===== src/rtl/cnt_stat_pkg.sv =====
// Shared types and defaults for the counter statistics path (accumulator, snapshot stage, register bank).
// Latency: none, declarations only.
// Backpressure: not applicable.
package cnt_stat_pkg;

   // Default accumulator / snapshot width
   localparam int CNT_WIDTH_DEF   = 64;
   // Default snapshot interval in core clock cycles
   localparam int TICK_PERIOD_DEF = 156250000;
   // Default interval timer width, must hold TICK_PERIOD_DEF-1
   localparam int TMR_WIDTH_DEF   = 32;
   // Default width of the saturating lost-snapshot counter
   localparam int LOST_WIDTH_DEF  = 16;
   // Cycles that triggers stay blocked after a clear; this covers the accumulator's
   // two-cycle clear-to-zero latency plus one cycle of margin
   localparam int GUARD_CYCLES    = 3;

   // Snapshot FSM states
   typedef enum logic [1:0] {
      IDLE = 2'd0,
      CAPT = 2'd1,
      CALC = 2'd2,
      OUT  = 2'd3
   } snap_state_t;

endpackage


===== src/rtl/cnt_rate_tmr.sv =====
// Interval timer plus post-clear guard; produces the qualified snapshot trigger.
// Latency: combinational trigger from the registered timer/guard and the request/clear inputs.
// Backpressure: none; the trigger is a pulse and the consumer decides whether it is dropped.
module cnt_rate_tmr
   import cnt_stat_pkg::*;
#(
   parameter int TICK_PERIOD = TICK_PERIOD_DEF,
   parameter int TMR_WIDTH   = TMR_WIDTH_DEF
) (
   input  logic clk,
   input  logic rst_n,
   input  logic i_clr_en,
   input  logic i_snap_req,
   output logic o_trig
);

   localparam logic [TMR_WIDTH-1:0] TMR_LAST   = TMR_WIDTH'(TICK_PERIOD - 1);
   localparam logic [1:0]           GUARD_INIT = 2'(GUARD_CYCLES);

   logic [TMR_WIDTH-1:0] r_timer;
   logic [1:0]           r_guard;
   logic                 w_tick;
   logic                 w_guard_open;

   assign w_tick       = (r_timer == TMR_LAST);
   assign w_guard_open = (r_guard == 2'd0);

   // A tick and a manual request in the same cycle collapse into one trigger;
   // a clear in the same cycle suppresses it entirely.
   assign o_trig = (w_tick | i_snap_req) & ~i_clr_en & w_guard_open;

   // Free-running interval timer, restarted by clear
   always_ff @(posedge clk or negedge rst_n) begin
      if (!rst_n) begin
         r_timer <= '0;
      end else if (i_clr_en || w_tick) begin
         r_timer <= '0;
      end else begin
         r_timer <= r_timer + TMR_WIDTH'(1);
      end
   end

   // Guard counter: loaded by clear, counts down to zero one per cycle
   always_ff @(posedge clk or negedge rst_n) begin
      if (!rst_n) begin
         r_guard <= 2'd0;
      end else if (i_clr_en) begin
         r_guard <= GUARD_INIT;
      end else if (!w_guard_open) begin
         r_guard <= r_guard - 2'd1;
      end
   end

endmodule


===== src/rtl/cnt_rate_snap.sv =====
// Periodic/manual snapshot of the accumulator total with delta since the previous snapshot.
// Latency: trigger at edge T, snapshot valid after edge T+2 (consumer samples it at T+3); min trigger spacing 4.
// Backpressure: snapshot held stable while snap_ready is low; triggers arriving while busy are dropped and counted.
module cnt_rate_snap
   import cnt_stat_pkg::*;
#(
   parameter int CNT_WIDTH   = CNT_WIDTH_DEF,
   parameter int TICK_PERIOD = TICK_PERIOD_DEF,
   parameter int TMR_WIDTH   = TMR_WIDTH_DEF,
   parameter int LOST_WIDTH  = LOST_WIDTH_DEF
) (
   input  logic                  clk,
   input  logic                  rst_n,
   input  logic [CNT_WIDTH-1:0]  cnt_in,
   input  logic                  clr_en,
   input  logic                  snap_req,
   output logic [CNT_WIDTH-1:0]  snap_total,
   output logic [CNT_WIDTH-1:0]  snap_delta,
   output logic                  snap_valid,
   input  logic                  snap_ready,
   output logic [LOST_WIDTH-1:0] snap_lost
);

   snap_state_t           r_state;
   logic [CNT_WIDTH-1:0]  r_cap;
   logic [CNT_WIDTH-1:0]  r_prev;
   logic [CNT_WIDTH-1:0]  r_delta;
   logic [CNT_WIDTH-1:0]  r_snap_total;
   logic [CNT_WIDTH-1:0]  r_snap_delta;
   logic                  r_snap_valid;
   logic [LOST_WIDTH-1:0] r_lost;
   logic                  w_trig;
   logic                  w_busy;
   logic                  w_lost_sat;

   cnt_rate_tmr #(
      .TICK_PERIOD (TICK_PERIOD),
      .TMR_WIDTH   (TMR_WIDTH)
   ) u_tmr (
      .clk        (clk),
      .rst_n      (rst_n),
      .i_clr_en   (clr_en),
      .i_snap_req (snap_req),
      .o_trig     (w_trig)
   );

   assign w_busy     = (r_state != IDLE);
   assign w_lost_sat = (r_lost == {LOST_WIDTH{1'b1}});

   assign snap_total = r_snap_total;
   assign snap_delta = r_snap_delta;
   assign snap_valid = r_snap_valid;
   assign snap_lost  = r_lost;

   // Snapshot FSM and datapath: capture, subtract, present, wait for acceptance
   always_ff @(posedge clk or negedge rst_n) begin
      if (!rst_n) begin
         r_state      <= IDLE;
         r_cap        <= '0;
         r_prev       <= '0;
         r_delta      <= '0;
         r_snap_total <= '0;
         r_snap_delta <= '0;
         r_snap_valid <= 1'b0;
      end else if (clr_en) begin
         // Clear abandons any snapshot in flight; the last presented values stay
         // on the bus but are no longer marked valid.
         r_state      <= IDLE;
         r_cap        <= '0;
         r_prev       <= '0;
         r_snap_valid <= 1'b0;
      end else begin
         case (r_state)
            IDLE: begin
               if (w_trig) begin
                  r_cap   <= cnt_in;
                  r_state <= CAPT;
               end
            end
            CAPT: begin
               // Unsigned subtraction wraps naturally across the counter rollover
               r_delta <= r_cap - r_prev;
               r_prev  <= r_cap;
               r_state <= CALC;
            end
            CALC: begin
               r_snap_total <= r_cap;
               r_snap_delta <= r_delta;
               r_snap_valid <= 1'b1;
               r_state      <= OUT;
            end
            OUT: begin
               if (snap_ready) begin
                  r_snap_valid <= 1'b0;
                  r_state      <= IDLE;
               end
            end
            default: begin
               r_state <= IDLE;
            end
         endcase
      end
   end

   // Saturating count of triggers dropped because a snapshot was already in flight
   always_ff @(posedge clk or negedge rst_n) begin
      if (!rst_n) begin
         r_lost <= '0;
      end else if (clr_en) begin
         r_lost <= '0;
      end else if (w_trig && w_busy && !w_lost_sat) begin
         r_lost <= r_lost + LOST_WIDTH'(1);
      end
   end

endmodule


===== config.mk =====
export PLATFORM = sky130hd
export DESIGN_NAME = cnt_rate_snap
export DESIGN_NICKNAME = d
export VERILOG_FILES = /design/src/rtl/cnt_stat_pkg.sv /design/src/rtl/cnt_rate_tmr.sv /design/src/rtl/cnt_rate_snap.sv
export SDC_FILE = /design/constraint.sdc
export NUM_CORES = 1
export LEC_CHECK = 0
export ABC_AREA = 1
export ABC_CLOCK_PERIOD_IN_PS = 1900
export BUFFER_PORTS_ARGS = -buffer_cell sky130_fd_sc_hd__buf_2
export CAP_MARGIN = 20
export CELL_PAD_IN_SITES_DETAIL_PLACEMENT = 1
export CELL_PAD_IN_SITES_GLOBAL_PLACEMENT = 2
export CORE_UTILIZATION = 31
export DETAILED_ROUTE_END_ITERATION = 8
export PLACE_DENSITY_LB_ADDON = 0.1
export REMOVE_ABC_BUFFERS = 1
export SETUP_SLACK_MARGIN = 0.3
export SYNTH_ARGS = -nofsm -noshare
export SYNTH_HDL_FRONTEND = slang
export SYNTH_SLANG_ARGS = --single-unit

===== constraint.sdc =====
create_clock -name clk -period 1.9 [get_ports clk]
set_input_delay 0.19 -clock clk [delete_from_list [all_inputs] [get_ports clk]]
set_output_delay 0.19 -clock clk [all_outputs]
set_load 0.1 [all_outputs]

==> summary.md <==
| Metric | Value |
|---|---|
| Outcome | `finished with violations` |
| Failing checks | `design-rule violations, negative setup slack` |
| Placer Congestion | `0.889` |
| DRT Wirelength | `82500 µm` |
| Final WS setup | `-223 ps` |
| Synth top area share | `0.453` |
| Synth Flop Type | `dfrtp_1` |
| Worst setup EP type | `flip-flop` |
| Max-slew violations | `0` |
| Warnings from Yosys | `0` |
| Register area share after synthesis | `0.453` |
| DRC viols | `1` |
| Final Hold Viols | `0` |
| Root Buffer | `clkbuf_16` |
| Initial core utilization | `0.313` |
| Area grow syn2layout | `54.7%` |
| CTS tree | `done` |
| Total CTS buffers | `45` |
| Die area | `67500 µm²` |
| CP startpoint kind | `flip-flop` |
| Leading post-synthesis cells by instance count | `893 x nand2_1, 491 x inv_1, 373 x dfrtp_1, 172 x nor2_1, 122 x o21ai_0` |
| Clk_lat worst skew | `600 ps` |
| Initial antenna violation count | `1` |
| Vert. Die Dim | `260 µm` |
| Crit path buffers/inverters | `3` |
| Vias post-DR | `20100` |
| Design area | `31900 µm²` |
| Max_cap viols | `0` |
| Mapped cell area | `20600 µm²` |
| Fraction of registers with async set/reset | `1.00` |
| N_diodes | `0` |
| Clk buf depth | `3` |
| Setup violators final | `110` |
| Top Ports | `214` |
| Die Width | `260 µm` |
| CP Class | `reg -> reg` |
| Gate count of the mapped netlist | `2727` |
| Pwr Total | `38.3 mW` |
| R2R Setup Slk | `-220 ps` |
| Drt wl/cell | `19.3 µm` |
| GRT Resource Usage Total | `0.229` |
| Core box area | `65700 µm²` |
| Yosys reg bits | `373` |
| Unique masters post-synth | `45` |
| Hold Path Class | `in -> async` |
| Pwr Density | `1200 nW/µm²` |
| Yosys top cell by area | `dfrtp_1` |
| Data arrival time of the critical path | `2580 ps` |
| Average cell area after synthesis | `7.55 µm²` |
| Share of layout cells above drive strength 1 | `0.426` |
| Hold slack | `213 ps` |
| Worst endpoint required time | `2360 ps` |
| Drt first pass iters | `8` |
| Min Clock Period, post-route | `2120 ps` |
| Final cell utilization of the core | `0.485` |
| Worst-path cell chain | `ha_2 > nand3_2 > inv_4 > nand2_1 > nor2_2 > nand2_2 > nand2_4 > nand3_4 > nand2_8 > buf_12 > clkbuf_16 > o21ai_4` |
| Cell family with most CP delay | `simple AND/OR/NAND/NOR gates` |
| Worst Path Max Fanout | `5` |
| Global-route wire length before repair | `120000 µm` |
| Fillers | `7721` |
| RSZ-0062 raised after global routing | `yes` |
| Clock skew | `18.7 ps` |
| H-Tree Depth | `2` |
| Row count | `94` |
| Dpl ws | `-484 ps` |
| Post-DP HPWL | `58200 µm` |
| Antenna viol nets, final | `0` |
| Worst-Margin Slew | `730 ps` |
| Vias in the first global route | `21100` |
| Peak supply drop | `1100 µV` |
| Vias per cell | `4.69` |
| Clock sinks | `373` |
| Final net count | `3520` |
| DRT iter0 DRCs | `864` |
| Largest net degree at the start of global routing | `76` |
| Leak | `16.0 nW` |
| Max-Slew Margin vs Limit | `0.513` |
| Clock Pin Slew Worst Setup and Hold Paths | `60 ps` |
| Count leader, synth | `nand2_1` |
| Top post-synthesis cells by area | `dfrtp_1 45%, nand2_1 16%, inv_1 8.9%` |
| Period utilization | `1.12` |
| Post-place instance area | `25000 µm²` |
| GR Overflow Total | `0` |
| Post-synth EDFFs | `0` |
| Slowest stage cell, crit path | `dfrtp_1` |
| Fmax | `471 MHz` |
| Max incr delay on CP | `370 ps` |
| I/O Buffers | `213` |
[registers in the layout, summed over array words and instances (netlist names)]
name,cells
r_cap,64
r_delta,64
r_prev,64
r_state,2
snap_delta,64
snap_lost,16
snap_total,64
snap_valid,1
u_tmr.r_guard,2
u_tmr.r_timer,32
[where the power goes]
part | internal [mW] | switching [mW]
clock network | 5.13 | 3.63
registers | 9.25 | 0.864
logic | 6.19 | 13.2
[area by class of cell]
cell class | count | area, µm² | area share
flip-flops and latches | 373 | 9330 | 0.293
clock buffers | 62 | 1280 | 0.0402
multi-input cells | 1784 | 12400 | 0.389
repair buffers | 674 | 5640 | 0.177
clock inverters | 19 | 206 | 0.00648
inverters | 502 | 1920 | 0.0602
well taps | 864 | 1080 | 0.0339
[through the flow]
step / TNS (ps) / instances
2_1_floorplan: -607010 / 2658
5_1_grt: -29220 / 4278
3_3_place_gp: -18720 / 4040
3_5_place_dp: -20350 / 4040
6_report: -16130 / 4278
4_1_cts: -5640 / 4217
[worst reg2reg max path, delay by kind of cell, from the launching register on]
family / cells / cell delay, ps
AND/OR/NAND/NOR: 7 / 940
AO/OA/AOI/OAI: 1 / 60
adder cells (fa/ha/maj): 1 / 210
flip-flops: 1 / 370
buffers and inverters: 3 / 410
[kinds of logic after synthesis]
kind of cell             share of synthesized area
AO/OA/AOI/OAI                               0.0857
multiplexers                                0.0295
flip-flops                                   0.453
XOR/XNOR                                    0.0242
AND/OR/NAND/NOR                              0.254
adder cells (fa/ha/maj)                     0.0435
buffers and inverters                        0.110
[path summary, 6_finish.rpt]
check / start / end / cells after the start
worst max-delay path: u_tmr.r_timer[0]$_DFF_PN0_ / r_cap[25]$_DFFE_PN0P_ / 12
worst min-delay path: rst_n / snap_total[13]$_DFFE_PN0P_ / 2
worst max register to register: u_tmr.r_timer[0]$_DFF_PN0_ / r_cap[25]$_DFFE_PN0P_ / 12
worst min register to register: u_tmr.r_guard[0]$_DFFE_PN0P_ / u_tmr.r_guard[0]$_DFFE_PN0P_ / 1
max in group asynchronous: rst_n / r_prev[29]$_DFFE_PN0P_ / 3
min in group clk: snap_req / r_state[1]$_DFFE_PN0P_ / 9
[routing by layer]
layer,global-route usage,part of all wire,vias to the layer above
met5,0,0,-
met4,0.0448,0.016,0
met3,0.0288,0.033,78
met2,0.369,0.46,266
met1,0.327,0.49,9919
li1,-,-,9802
[timing repair]
item	in CTS	in global routing
setup endpoints to repair	362	443
endpoints found under the hold margin	107	0
resized for setup	621	381
gates cloned	0	17
hold buffers	67	0
setup buffers	29	44
pin swaps	135	141
[layout by cell type, fill, tap and decap left out, types with 10 or more instances in the layout]
| cell | synthesis | final |
|---|---|---|
| nand2_2 | 13 | 200 |
| nand3_1 | 106 | 74 |
| xor2_1 | 20 | 20 |
| buf_2 | 7 | 212 |
| clkinv_2 | 0 | 10 |
| inv_2 | 7 | 93 |
| nor2_2 | 2 | 35 |
| xnor2_2 | 0 | 20 |
| nor3_1 | 39 | 26 |
| nand2_4 | 2 | 94 |
| dlygate4sd3_1 | 0 | 67 |
| o22ai_1 | 62 | 62 |
| nand4_1 | 20 | 20 |
| ha_1 | 70 | 11 |
| nand2_1 | 893 | 608 |
| dfrtp_1 | 373 | 373 |
| nor2_1 | 172 | 94 |
| o21ai_0 | 122 | 93 |
| buf_4 | 0 | 275 |
| o21ai_1 | 65 | 42 |
| buf_6 | 8 | 71 |
| nand3_4 | 2 | 12 |
| a21oi_1 | 55 | 22 |
| xnor2_1 | 37 | 15 |
| buf_12 | 0 | 30 |
| nor2_4 | 1 | 46 |
| a21oi_2 | 0 | 25 |
| mux2_2 | 54 | 54 |
| nand3_2 | 0 | 22 |
| clkbuf_16 | 0 | 55 |
| ha_4 | 0 | 57 |
| o21ai_2 | 10 | 57 |
| inv_1 | 491 | 398 |
(Power assumes the default switching activity.)
